$ cat config.mk
export PLATFORM = sky130hd
export DESIGN_NAME = program_fetch
export DESIGN_NICKNAME = d
export VERILOG_FILES = /design/src/rtl/program_fetch_pkg.sv /design/src/rtl/fetch_stack.sv /design/src/rtl/program_fetch.sv
export SDC_FILE = /design/constraint.sdc
export NUM_CORES = 1
export LEC_CHECK = 0
export BUFFER_PORTS_ARGS = -buffer_cell sky130_fd_sc_hd__clkbuf_2
export CAP_MARGIN = 20
export CORE_UTILIZATION = 62
export DETAILED_ROUTE_END_ITERATION = 7
export PLACE_DENSITY = 0.83
export SETUP_SLACK_MARGIN = 0.02
export SLEW_MARGIN = 0
export SYNTH_ARGS = -nofsm -noshare
export SYNTH_HDL_FRONTEND = slang
export SYNTH_SLANG_ARGS = --single-unit
$ cat constraint.sdc
create_clock -name clk -period 4.7 [get_ports clk]
set_input_delay 0.47 -clock clk [delete_from_list [all_inputs] [get_ports clk]]
set_output_delay 0.47 -clock clk [all_outputs]
set_load 0.01 [all_outputs]
$ cat src/rtl/program_fetch_pkg.sv
// Shared widths, defaults and redirect encoding for the program fetch stage.
package program_fetch_pkg;

  localparam int unsigned PC_W    = 11;
  localparam int unsigned INSTR_W = 14;

  localparam logic [INSTR_W-1:0] NOP_WORD_DEFAULT    = 14'h0000;
  localparam int unsigned        STACK_DEPTH_DEFAULT = 8;

  // Ordered lowest to highest priority.
  typedef enum logic [2:0] {
    REDIR_NONE,
    REDIR_SKIP,
    REDIR_BRANCH,
    REDIR_CALL,
    REDIR_RET
  } redir_e;

  function automatic logic [PC_W-1:0] pc_inc(input logic [PC_W-1:0] pc);
    return pc + PC_W'(1);
  endfunction

endpackage

$ cat src/rtl/fetch_stack.sv
// Circular hardware return stack; overflow/underflow sticky flags exist only when
// PROGRAM_FETCH_STACK_FLAGS_EN is defined, otherwise the flag outputs are tied low.
module fetch_stack
  import program_fetch_pkg::*;
#(
  parameter int unsigned STACK_DEPTH = STACK_DEPTH_DEFAULT
) (
  input  logic                          clk_i,
  input  logic                          reset_i,
  input  logic                          push_i,
  input  logic                          pop_i,
  input  logic [PC_W-1:0]               push_data_i,
  output logic [PC_W-1:0]               top_o,
  output logic                          full_o,
  output logic                          empty_o,
  output logic [$clog2(STACK_DEPTH):0]  count_o,
  output logic                          ovf_o,
  output logic                          unf_o
);

  localparam int unsigned PTR_W = $clog2(STACK_DEPTH);
  localparam int unsigned CNT_W = PTR_W + 1;

  logic [PC_W-1:0]  mem_q [STACK_DEPTH];
  logic [PTR_W-1:0] ptr_q, ptr_d, top_idx;
  logic [CNT_W-1:0] count_q, count_d;

  assign top_idx = ptr_q - PTR_W'(1);
  assign top_o   = mem_q[top_idx];
  assign full_o  = (count_q == CNT_W'(STACK_DEPTH));
  assign empty_o = (count_q == '0);
  assign count_o = count_q;

  // Pointer always moves; only the occupancy count saturates at full/empty.
  always_comb begin
    ptr_d   = ptr_q;
    count_d = count_q;
    if (push_i) begin
      ptr_d = ptr_q + PTR_W'(1);
      if (!full_o) count_d = count_q + CNT_W'(1);
    end else if (pop_i) begin
      ptr_d = top_idx;
      if (!empty_o) count_d = count_q - CNT_W'(1);
    end
  end

  always_ff @(posedge clk_i) begin
    if (reset_i) begin
      ptr_q   <= '0;
      count_q <= '0;
    end else begin
      ptr_q   <= ptr_d;
      count_q <= count_d;
    end
  end

  always_ff @(posedge clk_i) begin
    if (push_i) mem_q[ptr_q] <= push_data_i;
  end

`ifdef PROGRAM_FETCH_STACK_FLAGS_EN
  logic ovf_q, unf_q;

  always_ff @(posedge clk_i) begin
    if (reset_i) begin
      ovf_q <= 1'b0;
      unf_q <= 1'b0;
    end else begin
      if (push_i && full_o) ovf_q <= 1'b1;
      if (pop_i && !push_i && empty_o) unf_q <= 1'b1;
    end
  end

  assign ovf_o = ovf_q;
  assign unf_o = unf_q;
`else
  assign ovf_o = 1'b0;
  assign unf_o = 1'b0;
`endif

endmodule

$ cat src/rtl/program_fetch.sv
// Instruction fetch stage: PC, instruction register, return stack and redirect flush.
// Optional sticky stack flags are enabled with PROGRAM_FETCH_STACK_FLAGS_EN.
module program_fetch
  import program_fetch_pkg::*;
#(
  parameter int unsigned         STACK_DEPTH = STACK_DEPTH_DEFAULT,
  parameter logic [INSTR_W-1:0]  NOP_WORD    = NOP_WORD_DEFAULT
) (
  input  logic               clk,
  input  logic               reset,
  output logic [PC_W-1:0]    Rom_addr_out,
  input  logic [INSTR_W-1:0] Rom_data_in,
  input  logic               Stall,
  input  logic               Branch_en,
  input  logic               Call_en,
  input  logic               Ret_en,
  input  logic               Skip_en,
  input  logic [PC_W-1:0]    Branch_addr,
  output logic [INSTR_W-1:0] Ir_out,
  output logic               Ir_valid,
  output logic [PC_W-1:0]    Ir_pc,
  output logic               Stack_ovf,
  output logic               Stack_unf
);

  redir_e              redir;
  logic [PC_W-1:0]     pc_q, pc_d;
  logic [INSTR_W-1:0]  ir_q, ir_d;
  logic                ir_valid_q, ir_valid_d;
  logic [PC_W-1:0]     ir_pc_q;
  logic [PC_W-1:0]     stack_top;
  logic                push, pop;
  logic                stack_full, stack_empty;
  logic [$clog2(STACK_DEPTH):0] stack_count;
  logic                unused_stack_status;

  always_comb begin
    redir = REDIR_NONE;
    if (Ret_en)         redir = REDIR_RET;
    else if (Call_en)   redir = REDIR_CALL;
    else if (Branch_en) redir = REDIR_BRANCH;
    else if (Skip_en)   redir = REDIR_SKIP;
  end

  // Stack only moves on an edge that actually advances the pipeline.
  assign push = !reset && !Stall && (redir == REDIR_CALL);
  assign pop  = !reset && !Stall && (redir == REDIR_RET);

  always_comb begin
    pc_d       = pc_inc(pc_q);
    ir_d       = Rom_data_in;
    ir_valid_d = 1'b1;
    case (redir)
      REDIR_RET: begin
        pc_d       = stack_top;
        ir_d       = NOP_WORD;
        ir_valid_d = 1'b0;
      end
      REDIR_CALL, REDIR_BRANCH: begin
        pc_d       = Branch_addr;
        ir_d       = NOP_WORD;
        ir_valid_d = 1'b0;
      end
      REDIR_SKIP: begin
        ir_d       = NOP_WORD;
        ir_valid_d = 1'b0;
      end
      default: ;
    endcase
  end

  always_ff @(posedge clk) begin
    if (reset) begin
      pc_q       <= '0;
      ir_q       <= NOP_WORD;
      ir_valid_q <= 1'b0;
      ir_pc_q    <= '0;
    end else if (!Stall) begin
      pc_q       <= pc_d;
      ir_q       <= ir_d;
      ir_valid_q <= ir_valid_d;
      ir_pc_q    <= pc_q;
    end
  end

  fetch_stack #(
    .STACK_DEPTH (STACK_DEPTH)
  ) u_stack (
    .clk_i       (clk),
    .reset_i     (reset),
    .push_i      (push),
    .pop_i       (pop),
    .push_data_i (pc_inc(ir_pc_q)),
    .top_o       (stack_top),
    .full_o      (stack_full),
    .empty_o     (stack_empty),
    .count_o     (stack_count),
    .ovf_o       (Stack_ovf),
    .unf_o       (Stack_unf)
  );

  assign unused_stack_status = ^{stack_full, stack_empty, stack_count};

  assign Rom_addr_out = pc_q;
  assign Ir_out       = ir_q;
  assign Ir_valid     = ir_valid_q;
  assign Ir_pc        = ir_pc_q;

endmodule
==> flow_summary.html, run 1 <==
<table>
<tr><th>Metric</th><th>Value</th></tr>
<tr><th colspan="2">Outcome</th></tr>
<tr><td>Outcome</td><td>finished clean</td></tr>
<tr><th colspan="2">Global routing</th></tr>
<tr><td>Number of global-route vias before repair</td><td>3349</td></tr>
<tr><td>Largest net degree at the start of global routing</td><td>37</td></tr>
<tr><td>Global Route Usage Sum</td><td>29.8%</td></tr>
<tr><td>Global-route wire length before repair</td><td>18800 um</td></tr>
<tr><td>Remaining global-route overflow</td><td>0</td></tr>
<tr><td>Antenna violations before repair</td><td>0</td></tr>
<tr><th colspan="2">Clock tree</th></tr>
<tr><td>Htree depth</td><td>4</td></tr>
<tr><td>Post-CTS sizing</td><td>0</td></tr>
<tr><td>Number of buffers created by CTS</td><td>17</td></tr>
<tr><td>Worst skew pair latency</td><td>0.53 ns</td></tr>
<tr><td>CTS root buffer</td><td>sky130_fd_sc_hd__clkbuf_8</td></tr>
<tr><td>Clock transition at the registers of the reported paths</td><td>0.06 ns</td></tr>
<tr><td>Largest buffer count on any clock path</td><td>2</td></tr>
<tr><td>TritonCTS clock tree</td><td>built</td></tr>
<tr><td>Clock Sinks</td><td>128</td></tr>
<tr><td>Total of hold buffers inserted after clock tree synthesis</td><td>0</td></tr>
<tr><td>Setup fix buffers added after clock tree synthesis</td><td>0</td></tr>
<tr><th colspan="2">Place</th></tr>
<tr><td>Cell Count Post-Placement</td><td>524</td></tr>
<tr><td>Half-perimeter wire length after placement</td><td>7940 um</td></tr>
<tr><td>Worst slack at placement</td><td>1.56 ns</td></tr>
<tr><td>GP Congestion</td><td>0.828</td></tr>
<tr><td>Number of buffers inserted by port buffering</td><td>68</td></tr>
<tr><th colspan="2">STA</th></tr>
<tr><td>Period utilisation layout</td><td>59.6%</td></tr>
<tr><td>Count of endpoints failing setup in the final report</td><td>0</td></tr>
<tr><td>Setup repair after global routing missed its margin</td><td>false</td></tr>
<tr><td>Post-layout min period</td><td>2.80 ns</td></tr>
<tr><td>Post-layout worst setup margin</td><td>1.90 ns</td></tr>
<tr><td>Final Slew Violations</td><td>0</td></tr>
<tr><td>Final hold violations</td><td>0</td></tr>
<tr><td>Transition time at the pin with the least slew margin</td><td>1.11 ns</td></tr>
<tr><td>Worst setup skew after layout</td><td>0.00591 ns</td></tr>
<tr><td>Setup total negative slack</td><td>0 ns</td></tr>
<tr><td>Highest Clock Rate</td><td>0.357 GHz</td></tr>
<tr><td>Slew HR</td><td>25.7%</td></tr>
<tr><th colspan="2">Drt</th></tr>
<tr><td>Avg Vias per Cell</td><td>6.46</td></tr>
<tr><td>Violation count after the first detailed-route iteration</td><td>366</td></tr>
<tr><td>Drt first pass iters</td><td>5</td></tr>
<tr><td>Remaining antenna violation count after routing</td><td>0</td></tr>
<tr><td>DR DRC count</td><td>0</td></tr>
<tr><td>Total number of vias</td><td>3596</td></tr>
<tr><td>Average routed wire per standard cell</td><td>22.3 um</td></tr>
<tr><td>Detailed Route WL</td><td>12400 um</td></tr>
<tr><th colspan="2">Power and ir drop</th></tr>
<tr><td>Power density relative to cell area</td><td>441 nW/um^2</td></tr>
<tr><td>Leakage dissipation</td><td>2.37 nW</td></tr>
<tr><td>Overall power</td><td>2.82 mW</td></tr>
<tr><td>Worst VDD drop</td><td>0.000332 V</td></tr>
<tr><th colspan="2">Layout</th></tr>
<tr><td>Area of the multi-input gates</td><td>1840 sq um</td></tr>
<tr><td>Ant diodes</td><td>0</td></tr>
<tr><td>Final-layout fill cell count</td><td>490</td></tr>
<tr><td>Post-layout instance count excluding filler cells</td><td>557</td></tr>
<tr><td>Area growth syn-to-layout</td><td>17.5%</td></tr>
<tr><td>Most common cell after layout, fill and taps aside</td><td>sky130_fd_sc_hd__edfxtp_1</td></tr>
<tr><td>Most frequent cells in the layout</td><td>88 x sky130_fd_sc_hd__edfxtp_1, 68 x sky130_fd_sc_hd__clkbuf_2, 40 x sky130_fd_sc_hd__dfxtp_1</td></tr>
<tr><td>Post-layout nets</td><td>475</td></tr>
<tr><td>FF+latch area</td><td>3440 sq um</td></tr>
<tr><td>End-of-flow core utilization</td><td>76.6%</td></tr>
<tr><td>Fraction of final layout cells with drive strength greater than 1</td><td>29.2%</td></tr>
<tr><th colspan="2">Worst setup path</th></tr>
<tr><td>Arrival time of data at the critical path endpoint</td><td>3.23 ns</td></tr>
<tr><td>Register-to-register path setup slack</td><td>1.90 ns</td></tr>
<tr><td>Endpoint type of the worst setup path</td><td>register</td></tr>
<tr><td>Maximum fanout along the worst path</td><td>24</td></tr>
<tr><td>Class of the most critical setup path</td><td>register to register</td></tr>
<tr><td>Startpoint Class</td><td>register</td></tr>
<tr><td>Endpoint required time on the critical path</td><td>5.13 ns</td></tr>
<tr><th colspan="2">Die</th></tr>
<tr><td>Initial core utilization</td><td>65.2%</td></tr>
<tr><td>Total die area</td><td>9160 sq um</td></tr>
<tr><td>Area inside the core boundary</td><td>8340 sq um</td></tr>
<tr><td>Horizontal extent of the die</td><td>95.7 um</td></tr>
<tr><td>Number of core rows</td><td>33</td></tr>
<tr><td>Die Y</td><td>95.7 um</td></tr>
<tr><td>Top Ports</td><td>71</td></tr>
<tr><th colspan="2">Synthesis</th></tr>
<tr><td>Number of enable-type register cells in the synthesized netlist</td><td>88</td></tr>
<tr><td>Part of the Yosys area used for sequential elements</td><td>63.3%</td></tr>
<tr><td>Leading cell types by total area after synthesis</td><td>sky130_fd_sc_hd__edfxtp_1 49%, sky130_fd_sc_hd__dfxtp_1 15%, sky130_fd_sc_hd__mux4_2 8.3%, sky130_fd_sc_hd__mux2i_1 3.5%, sky130_fd_sc_hd__a22o_1 2.6%</td></tr>
<tr><td>Number of distinct library cells after synthesis</td><td>61</td></tr>
<tr><td>Leading register cell type out of synthesis</td><td>sky130_fd_sc_hd__edfxtp_1</td></tr>
<tr><td>Area share of the largest cell type after synthesis</td><td>48.6%</td></tr>
<tr><td>Syn avg cell area</td><td>14.6 sq um</td></tr>
<tr><td>Cells after Synth</td><td>372</td></tr>
<tr><td>Number of storage elements in the synthesis netlist</td><td>128</td></tr>
<tr><td>Mapped cell area</td><td>5440 sq um</td></tr>
<tr><td>Asr flop ratio synth</td><td>0%</td></tr>
<tr><td>Yosys warning count</td><td>0</td></tr>
<tr><td>Cell type with the largest total area after synthesis</td><td>sky130_fd_sc_hd__edfxtp_1</td></tr>
<tr><th colspan="2">Hold path</th></tr>
<tr><td>Type of the worst min-delay path</td><td>input port to register</td></tr>
<tr><th colspan="2">Job</th></tr>
<tr><td>Max-cap check violation count</td><td>0</td></tr>
</table>
==> final cells by class <==
class / count / area share (%)
well taps: 105 / 2.06
flip-flops and latches: 128 / 53.9
clock buffers: 17 / 6.48
multi-input cells: 213 / 28.8
clock inverters: 15 / 2.53
inverters: 6 / 0.352
repair buffers: 73 / 5.91
==> per-stage QoR <==
stage	hold WS [ns]	area, sq um
6_report	0.161	6390
5_1_grt	0.160	6390
4_1_cts	0.147	6380
3_5_place_dp	0.442	5810
3_3_place_gp	0.435	5810
2_1_floorplan	0.497	5450
==> power breakdown <==
part           internal, mW  switching, mW  leakage, nW
Clock                 0.760          0.511        0.267
Combinational         0.129          0.159        0.971
Sequential             1.23         0.0323         1.13
Total                  2.11          0.702         2.37
==> routing by layer <==
metal | part of all wire (%) | track usage (%)
met5 | 0 | 0
met4 | 3.0 | 16.4
met3 | 7.6 | 5.98
met2 | 49 | 43.8
met1 | 41 | 42.1
==> cell families after synthesis <==
family                     share of synthesized area [%]
AOI/OAI and AO/OA                                   9.34
xor gates and xnor gates                            2.28
adders and majority gates                          0.920
buffers and inverters                               2.97
DFF                                                 63.3
muxes                                               12.7
other                                             0.0689
and+or+nand+nor                                     8.42
==> cell usage after synthesis (3+ instances only) <==
cell type                  count
sky130_fd_sc_hd__nor3_1        6
sky130_fd_sc_hd__nand2_1      14
sky130_fd_sc_hd__edfxtp_1     88
sky130_fd_sc_hd__nor2_1       28
sky130_fd_sc_hd__inv_1         5
sky130_fd_sc_hd__o21ai_0      10
sky130_fd_sc_hd__o22ai_1       3
sky130_fd_sc_hd__buf_4         4
sky130_fd_sc_hd__o31ai_1       4
sky130_fd_sc_hd__xnor2_1       9
sky130_fd_sc_hd__a22o_1       16
sky130_fd_sc_hd__nand3_1      10
sky130_fd_sc_hd__a21oi_1       8
sky130_fd_sc_hd__ha_1          4
sky130_fd_sc_hd__nand3b_1      4
sky130_fd_sc_hd__dfxtp_1      40
sky130_fd_sc_hd__clkbuf_1     14
sky130_fd_sc_hd__nand2b_1      4
sky130_fd_sc_hd__mux4_2       20
sky130_fd_sc_hd__buf_2         6
sky130_fd_sc_hd__and4_1        3
sky130_fd_sc_hd__and3_1        4
sky130_fd_sc_hd__mux2i_1      19
==> registers in the layout, summed over array words and instances, names as in the netlist <==
name           flops
u_stack.mem_q     88
Ir_out            14
Ir_pc             11
u_stack.ptr_q      3
Ir_valid           1
Rom_addr_out      11
==> path summary, 6_finish.rpt <==
path	start	endpoint	depth (start not counted)
worst min register to register	Ir_valid$_SDFFE_PP0N_	Ir_valid$_SDFFE_PP0N_	1
worst min-delay path	Rom_data_in[10]	Ir_out[10]$_SDFFE_PP0N_	2
worst max register to register	u_stack.ptr_q[0]$_SDFFE_PP0P_	Rom_addr_out[8]$_SDFFE_PP0N_	6
worst max-delay path	u_stack.ptr_q[0]$_SDFFE_PP0P_	Rom_addr_out[8]$_SDFFE_PP0N_	6
==> worst max-delay path, cell delays in order (launching register included) <==
cell and delay, ns:
sky130_fd_sc_hd__dfxtp_1 0.34, sky130_fd_sc_hd__clkinv_1 0.22, sky130_fd_sc_hd__ha_1 1.07, sky130_fd_sc_hd__mux4_2 0.41, sky130_fd_sc_hd__mux2i_1 0.11, sky130_fd_sc_hd__a21o_1 0.22
sky130_fd_sc_hd__a2111oi_2 0.33
(Power assumes the default switching activity.)
==> inputs of run 2 (changes only) <==
--- a/config.mk
+++ b/config.mk
@@ -5,11 +5,12 @@
 export SDC_FILE = /design/constraint.sdc
 export NUM_CORES = 1
 export LEC_CHECK = 0
+export ABC_AREA = 1
 export BUFFER_PORTS_ARGS = -buffer_cell sky130_fd_sc_hd__clkbuf_2
 export CAP_MARGIN = 20
-export CORE_UTILIZATION = 62
+export CORE_UTILIZATION = 52
 export DETAILED_ROUTE_END_ITERATION = 7
-export PLACE_DENSITY = 0.83
+export PLACE_DENSITY = 0.74
 export SETUP_SLACK_MARGIN = 0.02
 export SLEW_MARGIN = 0
 export SYNTH_ARGS = -nofsm -noshare
==> constraint.sdc (replaced) <==
create_clock -name clk -period 2.3 [get_ports clk]
set_input_delay 0.23 -clock clk [delete_from_list [all_inputs] [get_ports clk]]
set_output_delay 0.23 -clock clk [all_outputs]
set_load 0.01 [all_outputs]
==> run 2 against run 1 <==
Against the previous run:
- clock skew rose by 0.0027 ns
- synthesized cell count grew 62%
- via count is 30% higher
- critical path type unchanged
- cell area increased by 8.9%
- register-to-register slack lost 1.6 ns
==> flow_summary.html, run 2 <==
<table>
<tr><th>Metric</th><th>Value</th></tr>
<tr><th colspan="2">Clock tree</th></tr>
<tr><td>Number of buffers created by CTS</td><td>17</td></tr>
<tr><td>Worst skew pair latency</td><td>0.52 ns</td></tr>
<tr><td>Clock transition at the registers of the reported paths</td><td>0.06 ns</td></tr>
<tr><td>CTS root buffer</td><td>sky130_fd_sc_hd__clkbuf_8</td></tr>
<tr><td>Largest buffer count on any clock path</td><td>2</td></tr>
<tr><td>Htree depth</td><td>4</td></tr>
<tr><td>TritonCTS clock tree</td><td>built</td></tr>
<tr><td>Clock Sinks</td><td>128</td></tr>
<tr><td>Setup fix buffers added after clock tree synthesis</td><td>0</td></tr>
<tr><th colspan="2">STA</th></tr>
<tr><td>Transition time at the pin with the least slew margin</td><td>0.736 ns</td></tr>
<tr><td>Post-layout min period</td><td>1.96 ns</td></tr>
<tr><td>Setup repair after global routing missed its margin</td><td>false</td></tr>
<tr><td>Period utilisation layout</td><td>85.2%</td></tr>
<tr><td>Final Slew Violations</td><td>0</td></tr>
<tr><td>Final hold violations</td><td>0</td></tr>
<tr><td>Setup total negative slack</td><td>0 ns</td></tr>
<tr><td>Slew HR</td><td>50.8%</td></tr>
<tr><td>Count of endpoints failing setup in the final report</td><td>0</td></tr>
<tr><td>Highest Clock Rate</td><td>0.510 GHz</td></tr>
<tr><td>Worst setup skew after layout</td><td>0.00863 ns</td></tr>
<tr><th colspan="2">Drt</th></tr>
<tr><td>Total number of vias</td><td>4660</td></tr>
<tr><td>Average routed wire per standard cell</td><td>17.4 um</td></tr>
<tr><td>Violation count after the first detailed-route iteration</td><td>399</td></tr>
<tr><td>Remaining antenna violation count after routing</td><td>0</td></tr>
<tr><td>DR DRC count</td><td>0</td></tr>
<tr><td>Avg Vias per Cell</td><td>5.47</td></tr>
<tr><td>Detailed Route WL</td><td>14800 um</td></tr>
<tr><td>Drt first pass iters</td><td>5</td></tr>
<tr><th colspan="2">Synthesis</th></tr>
<tr><td>Leading register cell type out of synthesis</td><td>sky130_fd_sc_hd__edfxtp_1</td></tr>
<tr><td>Cells after Synth</td><td>603</td></tr>
<tr><td>Area share of the largest cell type after synthesis</td><td>46.3%</td></tr>
<tr><td>Part of the Yosys area used for sequential elements</td><td>60.3%</td></tr>
<tr><td>Compound-Gate Fraction of Synth Area</td><td>6.99%</td></tr>
<tr><td>Adder-cell share of the synthesized area</td><td>0.877%</td></tr>
<tr><td>Asr flop ratio synth</td><td>0%</td></tr>
<tr><td>Leading cell types by total area after synthesis</td><td>sky130_fd_sc_hd__edfxtp_1 46%, sky130_fd_sc_hd__dfxtp_1 14%, sky130_fd_sc_hd__nand2_1 9.9%, sky130_fd_sc_hd__nand3_1 5.7%, sky130_fd_sc_hd__nor2_1 4.1%</td></tr>
<tr><td>Combinational family with the most area after synthesis</td><td>simple AND/OR/NAND/NOR gates</td></tr>
<tr><td>Synthesized-area fraction occupied by xor and xnor cells</td><td>2.57%</td></tr>
<tr><td>Number of storage elements in the synthesis netlist</td><td>128</td></tr>
<tr><td>Number of distinct library cells after synthesis</td><td>30</td></tr>
<tr><td>Cell type with the largest total area after synthesis</td><td>sky130_fd_sc_hd__edfxtp_1</td></tr>
<tr><td>Ranking of synthesized cells by instance count</td><td>150 x sky130_fd_sc_hd__nand2_1, 88 x sky130_fd_sc_hd__edfxtp_1, 65 x sky130_fd_sc_hd__nand3_1</td></tr>
<tr><td>Mapped cell area</td><td>5710 sq um</td></tr>
<tr><td>Yosys warning count</td><td>0</td></tr>
<tr><td>Number of enable-type register cells in the synthesized netlist</td><td>88</td></tr>
<tr><td>Top-count cell post-synth</td><td>sky130_fd_sc_hd__nand2_1</td></tr>
<tr><td>Syn avg cell area</td><td>9.46 sq um</td></tr>
<tr><td>Post-synthesis simple-gate area fraction</td><td>21.9%</td></tr>
<tr><td>Fraction of synthesized area in multiplexers</td><td>0%</td></tr>
<tr><th colspan="2">Power and ir drop</th></tr>
<tr><td>Comb pwr share</td><td>11.3%</td></tr>
<tr><td>Total internal power</td><td>4.41 mW</td></tr>
<tr><td>Clock share of power</td><td>44.5%</td></tr>
<tr><td>Power density relative to cell area</td><td>835 nW/um^2</td></tr>
<tr><td>Psw</td><td>1.40 mW</td></tr>
<tr><td>Share of total power in sequential cells</td><td>44.1%</td></tr>
<tr><td>Leakage dissipation</td><td>2.97 nW</td></tr>
<tr><td>Share of total power consumed by net switching</td><td>24.1%</td></tr>
<tr><td>Worst VDD drop</td><td>0.000596 V</td></tr>
<tr><th colspan="2">Place</th></tr>
<tr><td>Half-perimeter wire length after placement</td><td>9350 um</td></tr>
<tr><td>Number of buffers inserted by port buffering</td><td>68</td></tr>
<tr><td>GP Congestion</td><td>0.921</td></tr>
<tr><td>Cell Count Post-Placement</td><td>806</td></tr>
<tr><td>Cell Area, Placed</td><td>6240 sq um</td></tr>
<tr><th colspan="2">Hold path</th></tr>
<tr><td>Hold Crit Depth</td><td>5</td></tr>
<tr><td>Worst Min Path Start</td><td>Branch_addr[8]</td></tr>
<tr><td>Type of the worst min-delay path</td><td>input port to register</td></tr>
<tr><td>End point of the worst hold path</td><td>Rom_addr_out[8]$_SDFFE_PP0N_</td></tr>
<tr><th colspan="2">Outcome</th></tr>
<tr><td>Outcome</td><td>finished clean</td></tr>
<tr><th colspan="2">Worst setup path</th></tr>
<tr><td>Startpoint Class</td><td>register</td></tr>
<tr><td>Class of the most critical setup path</td><td>register to register</td></tr>
<tr><td>Depth of the worst register-to-register path</td><td>7</td></tr>
<tr><td>End of the worst register-to-register path</td><td>u_stack.mem_q[6][8]$_DFFE_PP_</td></tr>
<tr><td>Arrival time of data at the critical path endpoint</td><td>2.20 ns</td></tr>
<tr><td>Register-to-register path setup slack</td><td>0.34 ns</td></tr>
<tr><td>Endpoint required time on the critical path</td><td>2.54 ns</td></tr>
<tr><td>Endpoint type of the worst setup path</td><td>register</td></tr>
<tr><td>Reg2Reg Launch Point</td><td>Ir_pc[0]$_SDFFE_PP0N_</td></tr>
<tr><td>Maximum fanout along the worst path</td><td>8</td></tr>
<tr><th colspan="2">Global routing</th></tr>
<tr><td>Largest net degree at the start of global routing</td><td>49</td></tr>
<tr><td>Number of global-route vias before repair</td><td>4674</td></tr>
<tr><td>Global Route Usage Sum</td><td>27.6%</td></tr>
<tr><td>Global-route wire length before repair</td><td>23300 um</td></tr>
<tr><td>Remaining global-route overflow</td><td>0</td></tr>
<tr><td>Antenna violations before repair</td><td>0</td></tr>
<tr><th colspan="2">Die</th></tr>
<tr><td>Initial core utilization</td><td>54.5%</td></tr>
<tr><td>Area inside the core boundary</td><td>10500 sq um</td></tr>
<tr><td>Horizontal extent of the die</td><td>107 um</td></tr>
<tr><td>Top Ports</td><td>71</td></tr>
<tr><td>Die Y</td><td>107 um</td></tr>
<tr><td>Total die area</td><td>11400 sq um</td></tr>
<tr><td>Number of core rows</td><td>37</td></tr>
<tr><th colspan="2">Layout</th></tr>
<tr><td>Post-layout nets</td><td>739</td></tr>
<tr><td>Register ranked first by flip-flop count</td><td>u_stack.mem_q</td></tr>
<tr><td>Fraction of final layout cells with drive strength greater than 1</td><td>19.4%</td></tr>
<tr><td>Most common cell after layout, fill and taps aside</td><td>sky130_fd_sc_hd__nand2_1</td></tr>
<tr><td>Ant diodes</td><td>0</td></tr>
<tr><td>Post-layout instance count excluding filler cells</td><td>852</td></tr>
<tr><td>Final-layout fill cell count</td><td>816</td></tr>
<tr><td>Area growth syn-to-layout</td><td>21.9%</td></tr>
<tr><td>Max FFs per register</td><td>88</td></tr>
<tr><td>Layout Cell Area excl Fill</td><td>6960 sq um</td></tr>
<tr><td>Most frequent cells in the layout</td><td>150 x sky130_fd_sc_hd__nand2_1, 88 x sky130_fd_sc_hd__edfxtp_1, 68 x sky130_fd_sc_hd__clkbuf_2</td></tr>
<tr><th colspan="2">Job</th></tr>
<tr><td>Max-cap check violation count</td><td>0</td></tr>
</table>
-- run 2: changes by cell type after synthesis, moves of 11 or more --
cell / previous run / this run
sky130_fd_sc_hd__nand2_1: 14 / 150
sky130_fd_sc_hd__nand3_1: 10 / 65
sky130_fd_sc_hd__inv_1: 5 / 56
sky130_fd_sc_hd__nor2_1: 28 / 63
sky130_fd_sc_hd__mux4_2: 20 / 0
sky130_fd_sc_hd__mux2i_1: 19 / 0
sky130_fd_sc_hd__a21oi_1: 8 / 24
sky130_fd_sc_hd__a22o_1: 16 / 3
sky130_fd_sc_hd__a22oi_1: 2 / 15
sky130_fd_sc_hd__clkbuf_1: 14 / 3
-- run 2: worst max-delay path: stages (launching register included) --
cell and delay, ns:
sky130_fd_sc_hd__dfxtp_1 0.40, sky130_fd_sc_hd__ha_1 0.19, sky130_fd_sc_hd__nand2_1 0.08, sky130_fd_sc_hd__inv_1 0.10, sky130_fd_sc_hd__nand4_1 0.16, sky130_fd_sc_hd__nor2_1 0.19
sky130_fd_sc_hd__nand2_1 0.08, sky130_fd_sc_hd__xor2_1 0.47
-- run 2: worst max-delay path by stage --
stage                                    endpoint  slack (ns)                   from  cells past startpoint
finish              u_stack.mem_q[6][8]$_DFFE_PP_        0.34  Ir_pc[0]$_SDFFE_PP0N_                      7
CTS                 u_stack.mem_q[4][9]$_DFFE_PP_        0.36  Ir_pc[2]$_SDFFE_PP0N_                      5
detailed placement  u_stack.mem_q[1][9]$_DFFE_PP_        0.38  Ir_pc[2]$_SDFFE_PP0N_                      5
global placement    u_stack.mem_q[0][8]$_DFFE_PP_        0.40  Ir_pc[1]$_SDFFE_PP0N_                      7
floorplan           u_stack.mem_q[0][0]$_DFFE_PP_        0.27                  reset                      7
global route        u_stack.mem_q[3][8]$_DFFE_PP_        0.18  Ir_pc[0]$_SDFFE_PP0N_                      7
-- run 2: layer usage --
layer	vias to the layer above	routed length, um	track usage [%]
met4	0	262	12.4
met3	25	1220	7.96
met5	-	0	0
met1	2217	5840	33.7
met2	219	7490	45.4
li1	2199	-	-
-- run 2: final cells by class --
class	instances	area [sq um]	area share, %
flip-flops and latches	128	3440	49.5
clock buffers	28	537	7.71
clock inverters	4	43.8	0.629
repair buffers	109	683	9.82
inverters	60	225	3.24
multi-input cells	387	1860	26.7
well taps	136	170	2.45
-- run 2: through the flow --
stage               power [mW]  hold slack, ns  util [%]  setup WS, ns
floorplan                 3.03           0.378         -         0.267
global placement          3.22           0.463      59.6         0.398
detailed placement        3.23           0.472      59.6         0.382
CTS                       5.81        0.000587      66.5         0.359
global route              6.00         0.00823      66.5         0.175
finish                    5.81          0.0215      66.5         0.340
-- run 2: power groups by stage --
stage	combinational, mW	clock, mW	sequential, mW
floorplan	0.418	0	2.61
global placement	0.611	0	2.61
detailed placement	0.624	0	2.61
CTS	0.652	2.60	2.56
global route	0.727	2.71	2.57
finish	0.659	2.59	2.56
-- run 2: cells by family after synthesis --
group	count (synthesis)
compound gates	69
xor+xnor	15
fa+ha+maj	4
buf+inv	89
flops	128
other cells	1
simple gates	297
-- run 2: what timing repair did --
item                                   CTS  global route
hold buffers                            14             0
endpoints found under the hold margin   14             0
gates resized for setup                  0             0
